[src/rtl/display_timing_pkg.sv]
// rtl/display_timing_pkg.sv - Video mode indices, timing record and the built-in four-entry mode table
package display_timing_pkg;

  localparam logic [1:0] MODE_640X480   = 2'd0;
  localparam logic [1:0] MODE_800X600   = 2'd1;
  localparam logic [1:0] MODE_1280X720  = 2'd2;
  localparam logic [1:0] MODE_1920X1080 = 2'd3;

  typedef struct packed {
    logic [11:0] h_res, h_fp, h_sync, h_bp;
    logic [11:0] v_res, v_fp, v_sync, v_bp;
    logic        h_pol, v_pol;
  } timing_t;

  localparam timing_t [0:3] MODE_TABLE = '{
    '{12'd640,  12'd16,  12'd96,  12'd48,  12'd480,  12'd10, 12'd2, 12'd33, 1'b0, 1'b0},
    '{12'd800,  12'd40,  12'd128, 12'd88,  12'd600,  12'd1,  12'd4, 12'd23, 1'b1, 1'b1},
    '{12'd1280, 12'd110, 12'd40,  12'd220, 12'd720,  12'd5,  12'd5, 12'd20, 1'b1, 1'b1},
    '{12'd1920, 12'd88,  12'd44,  12'd148, 12'd1080, 12'd4,  12'd5, 12'd36, 1'b1, 1'b1}
  };

  // Total blanking ahead of the active area; the start coordinate is its negation.
  function automatic int h_blank(timing_t t);
    return int'(t.h_fp) + int'(t.h_sync) + int'(t.h_bp);
  endfunction

  function automatic int v_blank(timing_t t);
    return int'(t.v_fp) + int'(t.v_sync) + int'(t.v_bp);
  endfunction

endpackage

[src/rtl/display_mode_rom.sv]
// rtl/display_mode_rom.sv - Combinational mode lookup: start coordinates, last active coordinates and sync windows
module display_mode_rom
  import display_timing_pkg::*;
#(
  parameter int COORD_W = 16
) (
  input  logic [1:0]                mode,
  output logic signed [COORD_W-1:0] h_sta,
  output logic signed [COORD_W-1:0] h_last,
  output logic signed [COORD_W-1:0] hs_beg,
  output logic signed [COORD_W-1:0] hs_end,
  output logic                      h_pol,
  output logic signed [COORD_W-1:0] v_sta,
  output logic signed [COORD_W-1:0] v_last,
  output logic signed [COORD_W-1:0] vs_beg,
  output logic signed [COORD_W-1:0] vs_end,
  output logic                      v_pol
);

  timing_t t;

  assign t = MODE_TABLE[mode];

  // Sync window is [beg, end): it opens after the front porch.
  assign h_sta  = COORD_W'(-h_blank(t));
  assign h_last = COORD_W'(int'(t.h_res) - 1);
  assign hs_beg = COORD_W'(int'(t.h_fp) - h_blank(t));
  assign hs_end = COORD_W'(int'(t.h_fp) + int'(t.h_sync) - h_blank(t));
  assign h_pol  = t.h_pol;

  assign v_sta  = COORD_W'(-v_blank(t));
  assign v_last = COORD_W'(int'(t.v_res) - 1);
  assign vs_beg = COORD_W'(int'(t.v_fp) - v_blank(t));
  assign vs_end = COORD_W'(int'(t.v_fp) + int'(t.v_sync) - v_blank(t));
  assign v_pol  = t.v_pol;

endmodule

[src/rtl/display_timings_mm.sv]
// rtl/display_timings_mm.sv - Runtime-switchable display timing generator; MODE_SWITCH_BLANK_EN forces DE low for BLANK_FRAMES after a mode change
module display_timings_mm
  import display_timing_pkg::*;
#(
  parameter int         COORD_W      = 16,
  parameter logic [1:0] DEFAULT_MODE = 2'd2,
  parameter int         BLANK_FRAMES = 2
) (
  input  logic                      i_pix_clk,
  input  logic                      i_rst_n,
  input  logic [1:0]                i_mode,
  output logic                      o_hs,
  output logic                      o_vs,
  output logic                      o_de,
  output logic                      o_frame,
  output logic                      o_line,
  output logic signed [COORD_W-1:0] o_sx,
  output logic signed [COORD_W-1:0] o_sy,
  output logic [1:0]                o_mode,
  output logic                      o_mode_chg
);

  localparam timing_t DEF_T = MODE_TABLE[DEFAULT_MODE];
  localparam logic signed [COORD_W-1:0] RST_SX    = COORD_W'(-h_blank(DEF_T));
  localparam logic signed [COORD_W-1:0] RST_SY    = COORD_W'(-v_blank(DEF_T));
  localparam logic signed [COORD_W-1:0] RST_HLAST = COORD_W'(int'(DEF_T.h_res) - 1);
  localparam logic signed [COORD_W-1:0] RST_VLAST = COORD_W'(int'(DEF_T.v_res) - 1);
  localparam logic signed [COORD_W-1:0] ONE       = 1;

  logic signed [COORD_W-1:0] h_last, v_last;
  logic signed [COORD_W-1:0] nx_sx, nx_sy;
  logic signed [COORD_W-1:0] n_h_sta, n_h_last, n_hs_beg, n_hs_end;
  logic signed [COORD_W-1:0] n_v_sta, n_v_last, n_vs_beg, n_vs_end;
  logic                      n_h_pol, n_v_pol;
  logic                      hwrap, eof, mode_chg_nxt, blank_ok;
  logic [1:0]                nxt_mode;

  // Last coordinates of the running mode are held in registers so the lookup
  // only has to serve the mode that the next position belongs to.
  assign hwrap        = (o_sx == h_last);
  assign eof          = hwrap && (o_sy == v_last);
  assign nxt_mode     = eof ? i_mode : o_mode;
  assign mode_chg_nxt = eof && (i_mode != o_mode);

  display_mode_rom #(.COORD_W(COORD_W)) u_rom (
    .mode   (nxt_mode),
    .h_sta  (n_h_sta),
    .h_last (n_h_last),
    .hs_beg (n_hs_beg),
    .hs_end (n_hs_end),
    .h_pol  (n_h_pol),
    .v_sta  (n_v_sta),
    .v_last (n_v_last),
    .vs_beg (n_vs_beg),
    .vs_end (n_vs_end),
    .v_pol  (n_v_pol)
  );

  always_comb begin
    nx_sx = hwrap ? n_h_sta : o_sx + ONE;
    nx_sy = o_sy;
    if (eof)        nx_sy = n_v_sta;
    else if (hwrap) nx_sy = o_sy + ONE;
  end

`ifdef MODE_SWITCH_BLANK_EN
  localparam int BW = (BLANK_FRAMES > 1) ? $clog2(BLANK_FRAMES + 1) : 1;

  logic [BW-1:0] blank_cnt, blank_nxt;

  always_comb begin
    blank_nxt = blank_cnt;
    if (mode_chg_nxt)                  blank_nxt = BW'(BLANK_FRAMES);
    else if (eof && blank_cnt != '0)   blank_nxt = blank_cnt - BW'(1);
  end

  always_ff @(posedge i_pix_clk or negedge i_rst_n) begin
    if (!i_rst_n) blank_cnt <= '0;
    else          blank_cnt <= blank_nxt;
  end

  assign blank_ok = (blank_nxt == '0);
`else
  logic unused_blank;
  assign unused_blank = ^BLANK_FRAMES;
  assign blank_ok     = 1'b1;
`endif

  // Every output is computed from the next position so all of them line up with o_sx/o_sy.
  always_ff @(posedge i_pix_clk or negedge i_rst_n) begin
    if (!i_rst_n) begin
      o_sx       <= RST_SX;
      o_sy       <= RST_SY;
      o_mode     <= DEFAULT_MODE;
      h_last     <= RST_HLAST;
      v_last     <= RST_VLAST;
      o_hs       <= ~DEF_T.h_pol;
      o_vs       <= ~DEF_T.v_pol;
      o_de       <= 1'b0;
      o_frame    <= 1'b0;
      o_line     <= 1'b0;
      o_mode_chg <= 1'b0;
    end else begin
      o_sx       <= nx_sx;
      o_sy       <= nx_sy;
      o_mode     <= nxt_mode;
      h_last     <= n_h_last;
      v_last     <= n_v_last;
      o_hs       <= (nx_sx >= n_hs_beg && nx_sx < n_hs_end) ? n_h_pol : ~n_h_pol;
      o_vs       <= (nx_sy >= n_vs_beg && nx_sy < n_vs_end) ? n_v_pol : ~n_v_pol;
      o_de       <= !nx_sx[COORD_W-1] && !nx_sy[COORD_W-1] && blank_ok;
      o_frame    <= eof;
      o_line     <= hwrap;
      o_mode_chg <= mode_chg_nxt;
    end
  end

endmodule

[config.mk]
export PLATFORM = sky130hd
export DESIGN_NAME = display_timings_mm
export DESIGN_NICKNAME = d
export VERILOG_FILES = /design/src/rtl/display_timing_pkg.sv /design/src/rtl/display_mode_rom.sv /design/src/rtl/display_timings_mm.sv
export SDC_FILE = /design/constraint.sdc
export NUM_CORES = 1
export LEC_CHECK = 0
export ABC_AREA = 1
export CORE_ASPECT_RATIO = 2
export CORE_UTILIZATION = 30
export CTS_CLUSTER_DIAMETER = 150
export DETAILED_ROUTE_END_ITERATION = 8
export PLACE_DENSITY_LB_ADDON = 0.12
export REMOVE_ABC_BUFFERS = 1
export SETUP_SLACK_MARGIN = 0.3
export SLEW_MARGIN = 20
export SYNTH_ARGS = -nofsm -noshare
export SYNTH_HDL_FRONTEND = slang
export SYNTH_SLANG_ARGS = --single-unit
[constraint.sdc]
create_clock -name i_pix_clk -period 6.26 [get_ports i_pix_clk]
set_input_delay 1.252 -clock i_pix_clk [delete_from_list [all_inputs] [get_ports i_pix_clk]]
set_output_delay 1.252 -clock i_pix_clk [all_outputs]
set_load 0.03 [all_outputs]
==> out/qor.csv <==
metric,value,unit
worst reg2reg path depth,26,
area grow syn2layout,18.95,%
Synth cell types,53,
Clock H-tree levels,2,
Peak VDD IR,0.1306,mV
Cells after Synth,630,
asr flop ratio synth,1.000,
sequential power share,0.513,
Critical Path Fanout Max,10,
number of port buffers,43,
setup TNS after final layout,0,ns
Worst-Skew Late Latency,0.31,ns
RD Place Congestion,0.8554,
# clock sinks,54,
fin crit period,4.692,ns
1st-iter DRT viols,171,
drt wl/cell,17.17,um
Vias,4438,
P_sw,173.0,uW
Combinational Power Share,0.043,
Total Power,686.3,uW
top_reg_cell synth,dfstp_2,
placed cell area,5610,sq um
"Seq/Total Area, Yosys",0.2866,
"EDFF count, synth",0,
Post-Syn Area,4846,sq um
IO Pins,44,
diode count,0,
remaining global-route overflow,0,
endpoints failing hold,0,
CTS-repair resized insts,0,
total CTS buffers,5,
switching portion of total power,0.2521,
Die W,91.87,um
post-DP HPWL,12930,um
CP endpoint kind,register,
CTS tree,yes,
largest net degree at the start of global routing,55,
root buf cell,clkbuf_16,
Pleak,0.002947,uW
Worst-Margin Slew,0.7358,ns
"Hold-fix buffers, CTS",0,
Mean Syn Cell Area,7.692,sq um
final worst path period share,0.7496,
f_max,0.2131,GHz
kind of critical path,reg2reg,
antenna violations before repair,0,
Initial Util,0.3071,
Final setup viols,0,
vias in the first global route,4580,
skew final,0.01798,ns
row cnt,65,
Nets,775,
first-pass GRT wire length,24590,um
Via density,4.920,
Synth area leaders,"ha_1 (18%), dfstp_2 (16%), dfrtp_1 (12%)",
Die Area,16700,sq um
global-route usage over all layers,0.1951,
"area leader, netlist",ha_1,
DRC,0,
internal power,513.3,uW
layout cell share with drive strength beyond 1,0.1512,
Yosys warnings,0,
max-cap viol count,0,
"CTS clk-pin slew, worst paths",0.09,ns
drt pass-1 iters,4,
Antenna Violating Nets Remaining,0,
die height,181.7,um
final WL,15490,um
Setup Buffers After CTS,0,
Fill cells,1707,
Finished Cell Area,5764,sq um
share of the synthesized area in the top cell type,0.1833,
CP Launch Type,register,
status,"complete, no violations",
RSZ-0062 raised after global routing,false,
relative slew slack,0.5094,
Cell Pwr Density,119.1,nW/um^2
Yosys reg bits,54,
Hold Crit Class,reg2reg,
Core ar.,15780,sq um
"Req. time, crit path",6.46,ns
final core occ,0.3653,
worst path arrival time,4.89,ns
Hold Crit Depth,1,
clock buffer depth,2,
clock share of power,0.445,
max-slew violation count,0,
==> Yosys cell counts (2+ instances only) <==
| library cell | number |
|---|---|
| inv_1 | 82 |
| nand3_1 | 31 |
| dfstp_2 | 30 |
| nor3_1 | 14 |
| o21a_1 | 2 |
| nand2_1 | 141 |
| nor2_2 | 6 |
| a31oi_1 | 4 |
| nand3b_1 | 3 |
| nand2_2 | 10 |
| xor2_1 | 10 |
| or2_2 | 2 |
| o31ai_1 | 2 |
| nor2_4 | 5 |
| ha_1 | 71 |
| o211ai_1 | 4 |
| inv_2 | 15 |
| dfrtp_1 | 24 |
| a211oi_1 | 2 |
| o22ai_1 | 3 |
| nor2_8 | 2 |
| nor4_1 | 3 |
| conb_1 | 2 |
| nand3_4 | 4 |
| nand4_1 | 13 |
| o21ai_1 | 8 |
| nor2_1 | 45 |
| o21ai_0 | 26 |
| a21o_1 | 4 |
| a21boi_0 | 3 |
| a41oi_1 | 2 |
| buf_2 | 2 |
| nand2_4 | 3 |
| a21oi_1 | 28 |
| nand4_2 | 2 |
| nand3_2 | 5 |
==> per-layer routing <==
layer | vias to the layer above | track usage | wire length (um)
met4 | 0 | 0.1063 | 828
met3 | 36 | 0.01633 | 350
li1 | 2223 | - | -
met5 | - | 0 | 0
met1 | 2088 | 0.1830 | 5218
met2 | 91 | 0.3976 | 9091
==> placed cells by master (no fill, tap or decap), types with 5 or more instances in the layout <==
| cell type | n |
|---|---|
| a21oi_1 | 28 |
| buf_4 | 5 |
| clkbuf_16 | 5 |
| clkdlybuf4s50_1 | 42 |
| conb_1 | 21 |
| dfrtp_1 | 24 |
| dfstp_2 | 30 |
| ha_1 | 71 |
| inv_1 | 82 |
| inv_2 | 15 |
| nand2_1 | 141 |
| nand2_2 | 10 |
| nand3_1 | 31 |
| nand3_2 | 5 |
| nand4_1 | 13 |
| nor2_1 | 45 |
| nor2_2 | 6 |
| nor2_4 | 5 |
| nor3_1 | 14 |
| o21ai_0 | 26 |
| o21ai_1 | 8 |
| xor2_1 | 10 |
==> worst paths after layout <==
check                         from  endpoint  slack (ns)
max reg2reg                o_sy[1]      o_vs        1.57
min reg2reg                o_sx[0]   o_sx[0]        0.50
max                        o_sy[1]      o_vs        1.57
min                        o_sx[0]   o_sx[0]        0.50
max in group asynchronous  i_rst_n   o_sy[4]        4.68
min in group asynchronous  i_rst_n      o_de        1.06
==> cell families (layout without fill, tap and decap cells) <==
| group | after synthesis | in the layout | synth area share |
|---|---|---|---|
| fa+ha+maj | 71 | 71 | 0.1833 |
| simple gates | 296 | 296 | 0.3124 |
| other cells | 2 | 21 | 0.001550 |
| flops | 54 | 54 | 0.2866 |
| buf+inv | 101 | 153 | 0.07952 |
| xor+xnor | 11 | 11 | 0.01988 |
| compound gates | 95 | 95 | 0.1167 |
==> sequential cells by signal, indices dropped and copies added (netlist names) <==
register	count
h_last	7
o_de	1
o_frame	1
o_hs	1
o_line	1
o_mode	2
o_mode_chg	1
o_sx	16
o_sy	16
o_vs	1
v_last	7
==> metrics by stage <==
stage	hold WS [ns]	std cells	worst slack (ns)
after floorplan	0.6360	645	1.923
after global placement	0.4751	894	1.358
after detailed placement	0.4972	894	1.279
after CTS	0.5102	902	1.537
after global routing	0.5427	902	1.103
final	0.5005	902	1.568
==> power groups by stage <==
stage / Sequential [uW] / Combinational [uW] / Clock (uW)
finish: 352 / 29.3 / 305
global route: 352 / 34.8 / 325
CTS: 352 / 29.6 / 314
detailed placement: 358 / 29.5 / 0
global placement: 358 / 29.1 / 0
floorplan: 358 / 15.1 / 0
==> area by class of cell <==
type | instances | area (sq um) | area share
repair buffers | 48 | 462.9 | 0.08031
clock buffers | 5 | 125.1 | 0.02171
well taps | 201 | 251.5 | 0.04363
inverters | 97 | 364.1 | 0.06316
clock inverters | 3 | 28.78 | 0.004992
multi-input cells | 494 | 3143 | 0.5453
flip-flops and latches | 54 | 1389 | 0.2409
==> critical path, cell delays in order, from the launching register on <==
cell and delay [ns]:
dfstp_2 0.59, ha_1 0.21, inv_1 0.11, nor2_1 0.15
nand3_1 0.12, nor2_4 0.16, nand2_4 0.11, o21ai_1 0.13
buf_4 0.20, inv_1 0.13, ha_1 0.46, inv_1 0.20
ha_1 0.24, o21ai_0 0.16, nand3_1 0.18, inv_1 0.18
ha_1 0.20, nand2_1 0.09, inv_1 0.08, nand3_1 0.06
nor3_1 0.18, o21ai_0 0.14, o2111ai_1 0.11, xor2_1 0.16
nand2_1 0.08, nand4_1 0.09, nand2_1 0.06
Note: power is estimated with default switching activity, not from simulation.
